### src/rtl/ddr3_pkg.sv
`default_nettype none
// ============================================================================
// ddr3_pkg : shared DDR3 write-path types and constants
// Rev 1.0
// ============================================================================
package ddr3_pkg;

  typedef enum logic [1:0] {
    ST_IDLE    = 2'd0,
    ST_WAIT_WL = 2'd1,
    ST_BURST   = 2'd2
  } wr_ser_state_t;

  localparam int C_BL8        = 8;
  localparam int C_BEAT_CNT_W = 4;
  localparam int C_WL_MIN     = 1;
  localparam int C_WL_MAX     = 15;

endpackage : ddr3_pkg
`default_nettype wire

### src/rtl/write_burst_serializer_if.sv
`default_nettype none
// ============================================================================
// write_burst_serializer_if : data-path handshake plus PHY write-side signals
// Rev 1.0
// ============================================================================
interface write_burst_serializer_if
  import ddr3_pkg::*;
#(
  parameter int DATA_WIDTH = 64,
  parameter int DRAM_WIDTH = 8
);

  logic [DATA_WIDTH-1:0]   write_data;
  logic                    write_data_valid;
  logic                    write_data_ready;
  logic                    wr_start;
  logic [DRAM_WIDTH-1:0]   phy_wr_dq;
  logic                    phy_wr_dm;
  logic                    phy_wr_dqs_en;
  logic [C_BEAT_CNT_W-1:0] phy_burst_cnt;
  logic                    wr_done;
  logic                    wr_underrun;
  logic                    cmd_error;
  logic                    busy;

  modport master (
    output write_data, write_data_valid, wr_start,
    input  write_data_ready, phy_wr_dq, phy_wr_dm, phy_wr_dqs_en,
    input  phy_burst_cnt, wr_done, wr_underrun, cmd_error, busy
  );

  modport slave (
    input  write_data, write_data_valid, wr_start,
    output write_data_ready, phy_wr_dq, phy_wr_dm, phy_wr_dqs_en,
    output phy_burst_cnt, wr_done, wr_underrun, cmd_error, busy
  );

endinterface : write_burst_serializer_if
`default_nettype wire

### src/rtl/write_burst_serializer.sv
`default_nettype none
// ============================================================================
// write_burst_serializer : one data-path word -> one DDR3 write burst, LSB first
// Rev 1.0
// ============================================================================
module write_burst_serializer
  import ddr3_pkg::*;
#(
  parameter int DATA_WIDTH    = 64,
  parameter int DRAM_WIDTH    = 8,
  parameter int BURST_LENGTH  = C_BL8,
  parameter int WRITE_LATENCY = 5
) (
  input  logic                     clk,
  input  logic                     reset,
  write_burst_serializer_if.slave  bus
);

  localparam int C_LAT_W = $clog2(C_WL_MAX);
  localparam logic [C_BEAT_CNT_W-1:0] C_LAST_BEAT = C_BEAT_CNT_W'(BURST_LENGTH - 1);
  localparam logic [C_LAT_W-1:0]      C_LAT_INIT  =
      (WRITE_LATENCY >= 2) ? C_LAT_W'(WRITE_LATENCY - 2) : '0;

  if (DATA_WIDTH != DRAM_WIDTH * BURST_LENGTH) begin : g_bad_width
    $error("write_burst_serializer: DATA_WIDTH must equal DRAM_WIDTH*BURST_LENGTH");
  end
  if ((WRITE_LATENCY < C_WL_MIN) || (WRITE_LATENCY > C_WL_MAX)) begin : g_bad_wl
    $error("write_burst_serializer: WRITE_LATENCY out of range 1..15");
  end
  if ((BURST_LENGTH < 1) || (BURST_LENGTH > (1 << C_BEAT_CNT_W))) begin : g_bad_bl
    $error("write_burst_serializer: BURST_LENGTH does not fit the beat counter");
  end

  wr_ser_state_t           r_state;
  wr_ser_state_t           w_state_next;
  logic [C_LAT_W-1:0]      r_lat_cnt;
  logic [C_LAT_W-1:0]      w_lat_next;
  logic [C_BEAT_CNT_W-1:0] r_beat_cnt;
  logic [C_BEAT_CNT_W-1:0] w_beat_next;
  logic                    w_enter_burst;
  logic                    w_last_beat;
  logic                    w_accept;
  logic                    w_drop;
  logic                    w_load;
  logic                    w_underrun_next;

  logic [DATA_WIDTH-1:0]   r_hold;
  logic                    r_hold_valid;
  logic [DATA_WIDTH-1:0]   r_shift;
  logic                    r_underrun_flag;
  logic [DRAM_WIDTH-1:0]   r_dq;
  logic                    r_dm;
  logic                    r_dqs_en;
  logic                    r_done;
  logic                    r_underrun_pulse;
  logic                    r_cmd_error;

  // A command is only legal when the PHY is free or about to be free.
  assign w_last_beat     = (r_state == ST_BURST) && (r_beat_cnt == C_LAST_BEAT);
  assign w_accept        = bus.wr_start && ((r_state == ST_IDLE) || w_last_beat);
  assign w_drop          = bus.wr_start && !w_accept;
  assign w_load          = bus.write_data_valid && !r_hold_valid;
  assign w_underrun_next = w_enter_burst ? !r_hold_valid : r_underrun_flag;

  always_ff @(posedge clk) begin
    if (reset) begin
      r_state    <= ST_IDLE;
      r_lat_cnt  <= '0;
      r_beat_cnt <= '0;
    end else begin
      r_state    <= w_state_next;
      r_lat_cnt  <= w_lat_next;
      r_beat_cnt <= w_beat_next;
    end
  end

  always_comb begin
    w_state_next  = r_state;
    w_lat_next    = r_lat_cnt;
    w_beat_next   = r_beat_cnt;
    w_enter_burst = 1'b0;
    case (r_state)
      ST_IDLE: begin
        w_beat_next = '0;
      end
      ST_WAIT_WL: begin
        if (r_lat_cnt == '0) begin
          w_state_next  = ST_BURST;
          w_enter_burst = 1'b1;
          w_beat_next   = '0;
        end else begin
          w_lat_next = r_lat_cnt - 1'b1;
        end
      end
      ST_BURST: begin
        if (w_last_beat) begin
          w_state_next = ST_IDLE;
          w_beat_next  = '0;
        end else begin
          w_beat_next = r_beat_cnt + 1'b1;
        end
      end
      default: begin
        w_state_next = ST_IDLE;
        w_beat_next  = '0;
      end
    endcase
    if (w_accept) begin
      if (WRITE_LATENCY == 1) begin
        w_state_next  = ST_BURST;
        w_enter_burst = 1'b1;
        w_beat_next   = '0;
      end else begin
        w_state_next = ST_WAIT_WL;
        w_lat_next   = C_LAT_INIT;
      end
    end
  end

  always_ff @(posedge clk) begin
    if (reset) begin
      r_hold           <= '0;
      r_hold_valid     <= 1'b0;
      r_shift          <= '0;
      r_underrun_flag  <= 1'b0;
      r_dq             <= '0;
      r_dm             <= 1'b0;
      r_dqs_en         <= 1'b0;
      r_done           <= 1'b0;
      r_underrun_pulse <= 1'b0;
      r_cmd_error      <= 1'b0;
    end else begin
      // Load wins over clear: both only coincide when the hold was already empty.
      if (w_load) begin
        r_hold       <= bus.write_data;
        r_hold_valid <= 1'b1;
      end else if (w_enter_burst) begin
        r_hold_valid <= 1'b0;
      end

      if (w_enter_burst) begin
        r_underrun_flag <= !r_hold_valid;
        if (r_hold_valid) begin
          r_dq    <= r_hold[DRAM_WIDTH-1:0];
          r_shift <= r_hold >> DRAM_WIDTH;
          r_dm    <= 1'b0;
        end else begin
          r_dq    <= '0;
          r_shift <= '0;
          r_dm    <= 1'b1;
        end
      end else if (w_state_next == ST_BURST) begin
        r_dq    <= r_shift[DRAM_WIDTH-1:0];
        r_shift <= r_shift >> DRAM_WIDTH;
      end else begin
        r_dq <= '0;
        r_dm <= 1'b0;
      end

      r_dqs_en         <= (w_state_next == ST_BURST);
      r_done           <= (w_state_next == ST_BURST) && (w_beat_next == C_LAST_BEAT);
      r_underrun_pulse <= (w_state_next == ST_BURST) && (w_beat_next == C_LAST_BEAT)
                          && w_underrun_next;
      r_cmd_error      <= w_drop;
    end
  end

  assign bus.write_data_ready = !r_hold_valid;
  assign bus.phy_wr_dq        = r_dq;
  assign bus.phy_wr_dm        = r_dm;
  assign bus.phy_wr_dqs_en    = r_dqs_en;
  assign bus.phy_burst_cnt    = r_beat_cnt;
  assign bus.wr_done          = r_done;
  assign bus.wr_underrun      = r_underrun_pulse;
  assign bus.cmd_error        = r_cmd_error;
  assign bus.busy             = (r_state != ST_IDLE);

endmodule : write_burst_serializer
`default_nettype wire

### src/flat_wrapper.sv
// flat-port wrapper written by rule: the top's interface ports become plain ports
module write_burst_serializer_flat import ddr3_pkg::*;
#(
  parameter int DATA_WIDTH    = 64,
  parameter int DRAM_WIDTH    = 8,
  parameter int BURST_LENGTH  = C_BL8,
  parameter int WRITE_LATENCY = 5
)
  (clk, reset, bus_write_data, bus_write_data_valid, bus_wr_start, bus_write_data_ready, bus_phy_wr_dq, bus_phy_wr_dm, bus_phy_wr_dqs_en, bus_phy_burst_cnt, bus_wr_done, bus_wr_underrun, bus_cmd_error, bus_busy);
  write_burst_serializer_if #(.DATA_WIDTH(DATA_WIDTH), .DRAM_WIDTH(DRAM_WIDTH)) bus_i ();
  input  logic clk;
  input  logic reset;
  input wire logic [$bits(bus_i.write_data)-1:0] bus_write_data;
  input wire logic [$bits(bus_i.write_data_valid)-1:0] bus_write_data_valid;
  input wire logic [$bits(bus_i.wr_start)-1:0] bus_wr_start;
  output wire logic [$bits(bus_i.write_data_ready)-1:0] bus_write_data_ready;
  output wire logic [$bits(bus_i.phy_wr_dq)-1:0] bus_phy_wr_dq;
  output wire logic [$bits(bus_i.phy_wr_dm)-1:0] bus_phy_wr_dm;
  output wire logic [$bits(bus_i.phy_wr_dqs_en)-1:0] bus_phy_wr_dqs_en;
  output wire logic [$bits(bus_i.phy_burst_cnt)-1:0] bus_phy_burst_cnt;
  output wire logic [$bits(bus_i.wr_done)-1:0] bus_wr_done;
  output wire logic [$bits(bus_i.wr_underrun)-1:0] bus_wr_underrun;
  output wire logic [$bits(bus_i.cmd_error)-1:0] bus_cmd_error;
  output wire logic [$bits(bus_i.busy)-1:0] bus_busy;
  assign bus_i.write_data = bus_write_data;
  assign bus_i.write_data_valid = bus_write_data_valid;
  assign bus_i.wr_start = bus_wr_start;
  assign bus_write_data_ready = bus_i.write_data_ready;
  assign bus_phy_wr_dq = bus_i.phy_wr_dq;
  assign bus_phy_wr_dm = bus_i.phy_wr_dm;
  assign bus_phy_wr_dqs_en = bus_i.phy_wr_dqs_en;
  assign bus_phy_burst_cnt = bus_i.phy_burst_cnt;
  assign bus_wr_done = bus_i.wr_done;
  assign bus_wr_underrun = bus_i.wr_underrun;
  assign bus_cmd_error = bus_i.cmd_error;
  assign bus_busy = bus_i.busy;
  write_burst_serializer #(.DATA_WIDTH(DATA_WIDTH), .DRAM_WIDTH(DRAM_WIDTH), .BURST_LENGTH(BURST_LENGTH), .WRITE_LATENCY(WRITE_LATENCY)) u_core (.clk(clk), .reset(reset), .bus(bus_i));
endmodule
### config.mk
export PLATFORM = sky130hd
export DESIGN_NAME = write_burst_serializer_flat
export DESIGN_NICKNAME = d
export VERILOG_FILES = /design/src/rtl/ddr3_pkg.sv /design/src/rtl/write_burst_serializer_if.sv /design/src/rtl/write_burst_serializer.sv /design/src/flat_wrapper.sv
export SDC_FILE = /design/constraint.sdc
export NUM_CORES = 1
export LEC_CHECK = 0
export ABC_AREA = 0
export CAP_MARGIN = 20
export CORE_MARGIN = 2
export CORE_UTILIZATION = 44
export CTS_BUF_LIST = sky130_fd_sc_hd__clkbuf_8
export DETAILED_ROUTE_END_ITERATION = 12
export PLACE_DENSITY = 0.67
export SYNTH_ARGS = -nofsm -noshare
export SYNTH_HDL_FRONTEND = slang
export SYNTH_SLANG_ARGS = --single-unit
### constraint.sdc
create_clock -name clk -period 6.8 [get_ports clk]
set_input_delay 2.04 -clock clk [delete_from_list [all_inputs] [get_ports clk]]
set_output_delay 2.04 -clock clk [all_outputs]
set_load 0.02 [all_outputs]
Yosys cells after proc, flatten, opt, wreduce, memory -nomap -nowiden

Cells that the tools add are included.

Register bits: 153
Input port bits: 68
Output and inout port bits: 19
Word-level logic and storage cells: 66

Add/sub/neg operators: 2
Equal/unequal tests: 7
Mux-type cells: 24
Bitwise logic cells: 1
Reductions and logical operators: 18

Operators with widths:

| operator                                               | number |
|---|---|
| two-way mux 64 bit                                     | 2 |
| two-way mux 56 bit                                     | 1 |
| two-way mux 8 bit                                      | 3 |
| two-way mux 2 bit                                      | 6 |
| equality test 4 x 3 -> 1 bit (second input constant)   | 2 |
| two-way mux 1 bit                                      | 8 |
| two-way mux 4 bit                                      | 2 |
| one-hot mux 4 bit (2 select lines)                     | 1 |
| nonzero test 2 bit                                     | 4 |
| logical AND 1 bit                                      | 6 |
| one-hot mux 2 bit (3 select lines)                     | 1 |
| adder 4 x 1 -> 4 bit (second input constant)           | 1 |
| equality test 2 bit (second input constant)            | 2 |
| zero test 4 bit                                        | 1 |
| inequality test 2 x 1 -> 1 bit (second input constant) | 2 |
| AND reduction 2 bit                                    | 2 |
| subtractor 4 x 1 -> 4 bit (second input constant)      | 1 |
| equality test 2 x 1 -> 1 bit (second input constant)   | 1 |
| zero test 1 bit                                        | 2 |
| zero test 2 bit                                        | 1 |
| OR reduction 2 bit                                     | 1 |
| logical OR 1 bit                                       | 1 |
| inverter 1 bit                                         | 1 |

Logic depth before layout (Yosys ltp)

Depth in word-level cells: 8
Depth in mapped cells: 10
Gate-level depth less buffers: 7

Worst setup path before layout

No wires, ideal clock.

Path type: input-to-reg
Start point: in reset
End point: reg u_core.r_shift[38]
Library setup time: 0.079 ns
Data arrival time: 3.078 ns
Data required time: 6.721 ns
Slack: 3.643 ns
Stages on the path: 6
Path buffers: 3
Cells stage by stage: clkbuf_1 nor3_1 clkbuf_1 buf_2 nand2_1 o211ai_1

RTL lines:

| item                 | RTL line                      | text |
|---|---|---|
| start, declared      | flat_wrapper.sv:12            | `input logic reset;` |
| end signal, assigned | write_burst_serializer.sv:145 | `r_shift <= r_hold >> DRAM_WIDTH;` |
| end signal, assigned | write_burst_serializer.sv:154 | `r_shift <= r_shift >> DRAM_WIDTH;` |
| end, declared        | write_burst_serializer.sv:49  | `logic [DATA_WIDTH-1:0] r_shift;` |

Worst setup path in the final report

Start point: in bus_wr_start
End point: reg u_core.r_shift[20]

Word-level cells in the longest chain between the ends: 4

RTL lines:

| item                         | RTL line                      | text |
|---|---|---|
| start, declared              | flat_wrapper.sv:15            | `input wire logic [$bits(bus_i.wr_start)-1:0] bus_wr_start;` |
| logical AND 1 bit            | write_burst_serializer.sv:60  | `assign w_accept = bus.wr_start && ((r_state == ST_IDLE) \|\| w_last_beat);` |
| two-way mux 2 bit            | write_burst_serializer.sv:108 | `if (w_accept) begin` |
| equality test 2 bit          | write_burst_serializer.sv:152 | `end else if (w_state_next == ST_BURST) begin` |
| nonzero test 2 bit (no line) | n/a                           |  |

No other way between the ends.
A chain may end at the register's enable or synchronous reset.

==> impl_summary.txt <==
----------------------------------------------------
[Run status]
  Outcome ... finished clean

[Logic synthesis]
  Synth Net Count ... approximately 770
  Number of warning messages in the yosys log ... 0
  Number of distinct library cells after synthesis ... 40
  Yosys top cell by area ... sky130_fd_sc_hd__dfxtp_1
  Commonest register cell after synthesis ... sky130_fd_sc_hd__dfxtp_1
  Post-synthesis register bit count ... about 150
  Sequential share of the synthesized area ... about half
  Cell types with the largest area share after synthesis ... sky130_fd_sc_hd__dfxtp_1, sky130_fd_sc_hd__nand2_1, sky130_fd_sc_hd__a21oi_1, sky130_fd_sc_hd__nand3_1, sky130_fd_sc_hd__a211oi_1
  Gate count after technology mapping ... about 700
  EDFF count, synth ... 0
  Asr flop ratio synth ... 0%
  Area of the mapped netlist ... between 5000 and 6000 um2
  Area fraction of the dominant cell type after synthesis ... between 40% and 50%
  Average footprint of a synthesized cell ... between 8 and 9 um2

[Timing]
  Setup Skew ... 0.01069 ns
  Highest clock frequency the design can meet ... about 230 MHz
  Shortest clock period the worst path allows after layout ... roughly 4.3 ns
  Fraction of the cycle the final worst path needs ... a little under two thirds
  Transition time at the pin with the least slew margin ... around 1 ns
  Final count of pins violating max slew ... 0
  Final-report hold violation count ... 0
  Max-slew headroom ... between 30% and 40%
  Setup repair after global routing missed its margin ... false
  # setup viols final ... 0
  Sum of negative setup slack ... 0 ns

[Cells and area]
  Commonest non-fill, non-tap cell in the layout ... sky130_fd_sc_hd__dfxtp_1
  Net total in the final layout ... just over 800
  Final standard cell count with taps included and fillers excluded ... roughly 940
  Leading cell types in the layout, fill and taps excluded ... sky130_fd_sc_hd__dfxtp_1, sky130_fd_sc_hd__nand2_1, sky130_fd_sc_hd__a21oi_1, sky130_fd_sc_hd__clkdlybuf4s50_1, sky130_fd_sc_hd__nand3_1
  Final-layout fill cell count ... roughly 1,200
  Share of final-layout standard cells stronger than drive strength 1 ... under 10%
  Layout overhead on the synthesized area ... 23.26%
  # diodes ... 0

[Power]
  Switching power ... roughly 0.00045 W
  Cell internal power dissipation ... 0.001332 W
  Switching fraction of total power ... approximately 25%
  Register share of total power ... between 50% and 60%
  Areal power density over the cells ... approximately 250 nW/um2
  Comb power frac ... a little under an eighth
  Portion of total power attributed to the clock network ... between 30% and 40%
  Leakage ... 2.692 nW
  Maximum resistive drop on vdd ... about 0.12 mV

[Detailed routing]
  Drt drc ... 0
  Detailed-route via count ... 5,256
  Average wire per cell in the routed design ... about 16 um
  Number of DRC violations after detailed-routing iteration 0 ... approximately 480
  Vias per cell ... about 5.6
  Antenna Nets Post-Route ... 0
  Drt pass-1 iters ... 5
  Wire length reported by the detailed router ... around 15,000 um

[Hold path]
  Hold WC Path Type ... reg2reg

[Die]
  Std-Cell Core Area ... about 13,000 um2
  Starting density of the core ... 44.52%
  Vertical die dimension ... 119.1 um
  Cell Rows ... 42
  Die Footprint ... approximately 14,000 um2
  Die Width ... roughly 120 um
  I/O Pins ... between 80 and 90

[Setup path]
  Crit end category ... flop
  Arr. time, crit path ... between 4 and 5 ns
  Startpoint-to-endpoint class of the critical path ... in2reg
  Startpoint class of the critical path ... input port
  Critical-path maximum fanout ... 25
  Required time of the worst setup path ... around 7.1 ns

[CTS]
  Clk_lat worst skew ... roughly 0.44 ns
  TritonCTS clock tree ... done
  Register clock-pin slew on the reported worst setup and hold paths ... roughly 0.07 ns
  Number of clock buffers inserted by TritonCTS ... 17
  Post CTS Setup Buffer Count ... 0
  Post-CTS Hold Fix Bufs ... 0
  Root buffer selected by CTS ... sky130_fd_sc_hd__clkbuf_8
  H-tree depth ... 4
  Maximum count of clock buffers along a single path ... 2
  Post_cts resized ... 0
  TritonCTS sink count ... between 100 and 150

[Job]
  Max-Cap Viols ... 0

[Global route]
  Pin count of the biggest net entering global routing ... 84
  Tot GR Track Use ... between 20% and 30%
  Wire length of the first global-routing pass ... 24,410 um
  Number of global-route vias before repair ... between 4,000 and 5,000
  Aggregate global routing overflow ... 0
  Antenna violations before repair ... 0

[Placed design]
  Routability-driven placement congestion ratio ... roughly 0.80
  Placed cell count ... 905
  Buffers added on ports ... between 80 and 90
  Sum of net half-perimeters after detailed placement ... approximately 9500 um

----------------------------------------------------
## path summary, 6_finish.rpt
kind / from / end / slack [ns] / depth (start not counted)
worst max register to register: u_core.r_state[1]$_SDFF_PP0_ / u_core.r_shift[20]$_SDFFE_PP0P_ / 3.10 / 8
worst min-delay path: u_core.r_hold[52]$_SDFFE_PP0P_ / u_core.r_hold[52]$_SDFFE_PP0P_ / 0.45 / 2
worst min register to register: u_core.r_hold[52]$_SDFFE_PP0P_ / u_core.r_hold[52]$_SDFFE_PP0P_ / 0.45 / 2
worst max-delay path: bus_wr_start / u_core.r_shift[20]$_SDFFE_PP0P_ / 2.47 / 5
## per-layer routing
| layer | GRT usage, % | up-vias | share of wire, % | wire length [um] |
|---|---|---|---|---|
| met3 | 4.789 | 27 | 5.4 | 795 |
| met1 | 27.15 | 2463 | 44 | 6512 |
| met4 | 9.226 | 0 | 2.8 | 409 |
| met2 | 34.84 | 175 | 48 | 7051 |
| li1 | - | 2591 | - | - |
| met5 | 0 | - | 0 | 0 |
## area by class of cell
class,instances,area (um2),area share [%]
sequential,145,2903,40.43
tap,176,220.2,3.067
clock inverter,9,90.09,1.255
inverter,6,22.52,0.3136
multi-input combinational,484,2676,37.27
timing repair buffer,95,965.9,13.45
clock buffer,22,302.8,4.217
## state kept, by name, summed over array words and instances (netlist names)
name / cells
u_core.r_shift: 56
u_core.bus.phy_wr_dm: 1
u_core.bus.phy_wr_dq: 8
u_core.bus.phy_burst_cnt: 4
u_core.bus.phy_wr_dqs_en: 1
u_core.r_underrun_flag: 1
u_core.r_state: 2
u_core.bus.wr_done: 1
u_core.bus.wr_underrun: 1
u_core.r_lat_cnt: 4
u_core.r_hold_valid: 1
u_core.r_hold: 64
u_core.bus.cmd_error: 1
## critical path: stages
cell and delay [ns]:
sky130_fd_sc_hd__clkdlybuf4s50_1 0.41, sky130_fd_sc_hd__o21ai_0 0.29, sky130_fd_sc_hd__and3_1 0.92, sky130_fd_sc_hd__nand2_2 0.60, sky130_fd_sc_hd__a211oi_1 0.38
## kinds of logic (layout without fill, tap and decap cells)
logic type | Yosys count | in the layout | share of synthesized area [%]
AO/OA/AOI/OAI | 178 | 178 | 19.22
XOR/XNOR | 3 | 3 | 0.4511
adder cells (fa/ha/maj) | 6 | 6 | 1.289
buffers and inverters | 70 | 132 | 4.961
flip-flops | 145 | 145 | 49.83
multiplexers | 1 | 1 | 0.1933
AND/OR/NAND/NOR | 296 | 296 | 24.06
## stage by stage
| stage | power [W] | util [%] | setup slack [ns] | hold WS [ns] | cell area (um2) |
|---|---|---|---|---|---|
| after floorplan | 0.001044 | - | 3.643 | 0.4319 | 5826 |
| after global placement | 0.001122 | 51.45 | 2.184 | 0.4412 | 6733 |
| after detailed placement | 0.001131 | 51.66 | 2.107 | 0.4434 | 6760 |
| final | 0.001781 | 54.88 | 2.467 | 0.4502 | 7181 |
| after CTS | 0.001789 | 54.67 | 2.559 | 0.4539 | 7153 |
| after global routing | 0.001854 | 54.88 | 2.326 | 0.4774 | 7181 |
## power groups by stage
stage | clock [W] | combinational [W] | sequential (W)
after global routing | 0.000715 | 0.000231 | 0.000908
after floorplan | 0 | 0.000127 | 0.000917
after detailed placement | 0 | 0.000207 | 0.000924
after global placement | 0 | 0.000199 | 0.000923
final | 0.000668 | 0.000209 | 0.000904
after CTS | 0.000677 | 0.000208 | 0.000904
## cells in the mapped netlist, types with 4 or more instances
master                     instances
sky130_fd_sc_hd__a21oi_1         106
sky130_fd_sc_hd__buf_2            12
sky130_fd_sc_hd__nor2_1           15
sky130_fd_sc_hd__nor3_1           27
sky130_fd_sc_hd__nand3_1          42
sky130_fd_sc_hd__nand2b_1          4
sky130_fd_sc_hd__a32oi_1          20
sky130_fd_sc_hd__and3_1           26
sky130_fd_sc_hd__nand4_1          20
sky130_fd_sc_hd__dfxtp_1         145
sky130_fd_sc_hd__a211oi_1         25
sky130_fd_sc_hd__inv_1             6
sky130_fd_sc_hd__ha_1              6
sky130_fd_sc_hd__nand2_1         144
sky130_fd_sc_hd__clkbuf_1         50
sky130_fd_sc_hd__a22o_1           15
Power figures use the tool's default switching activity.
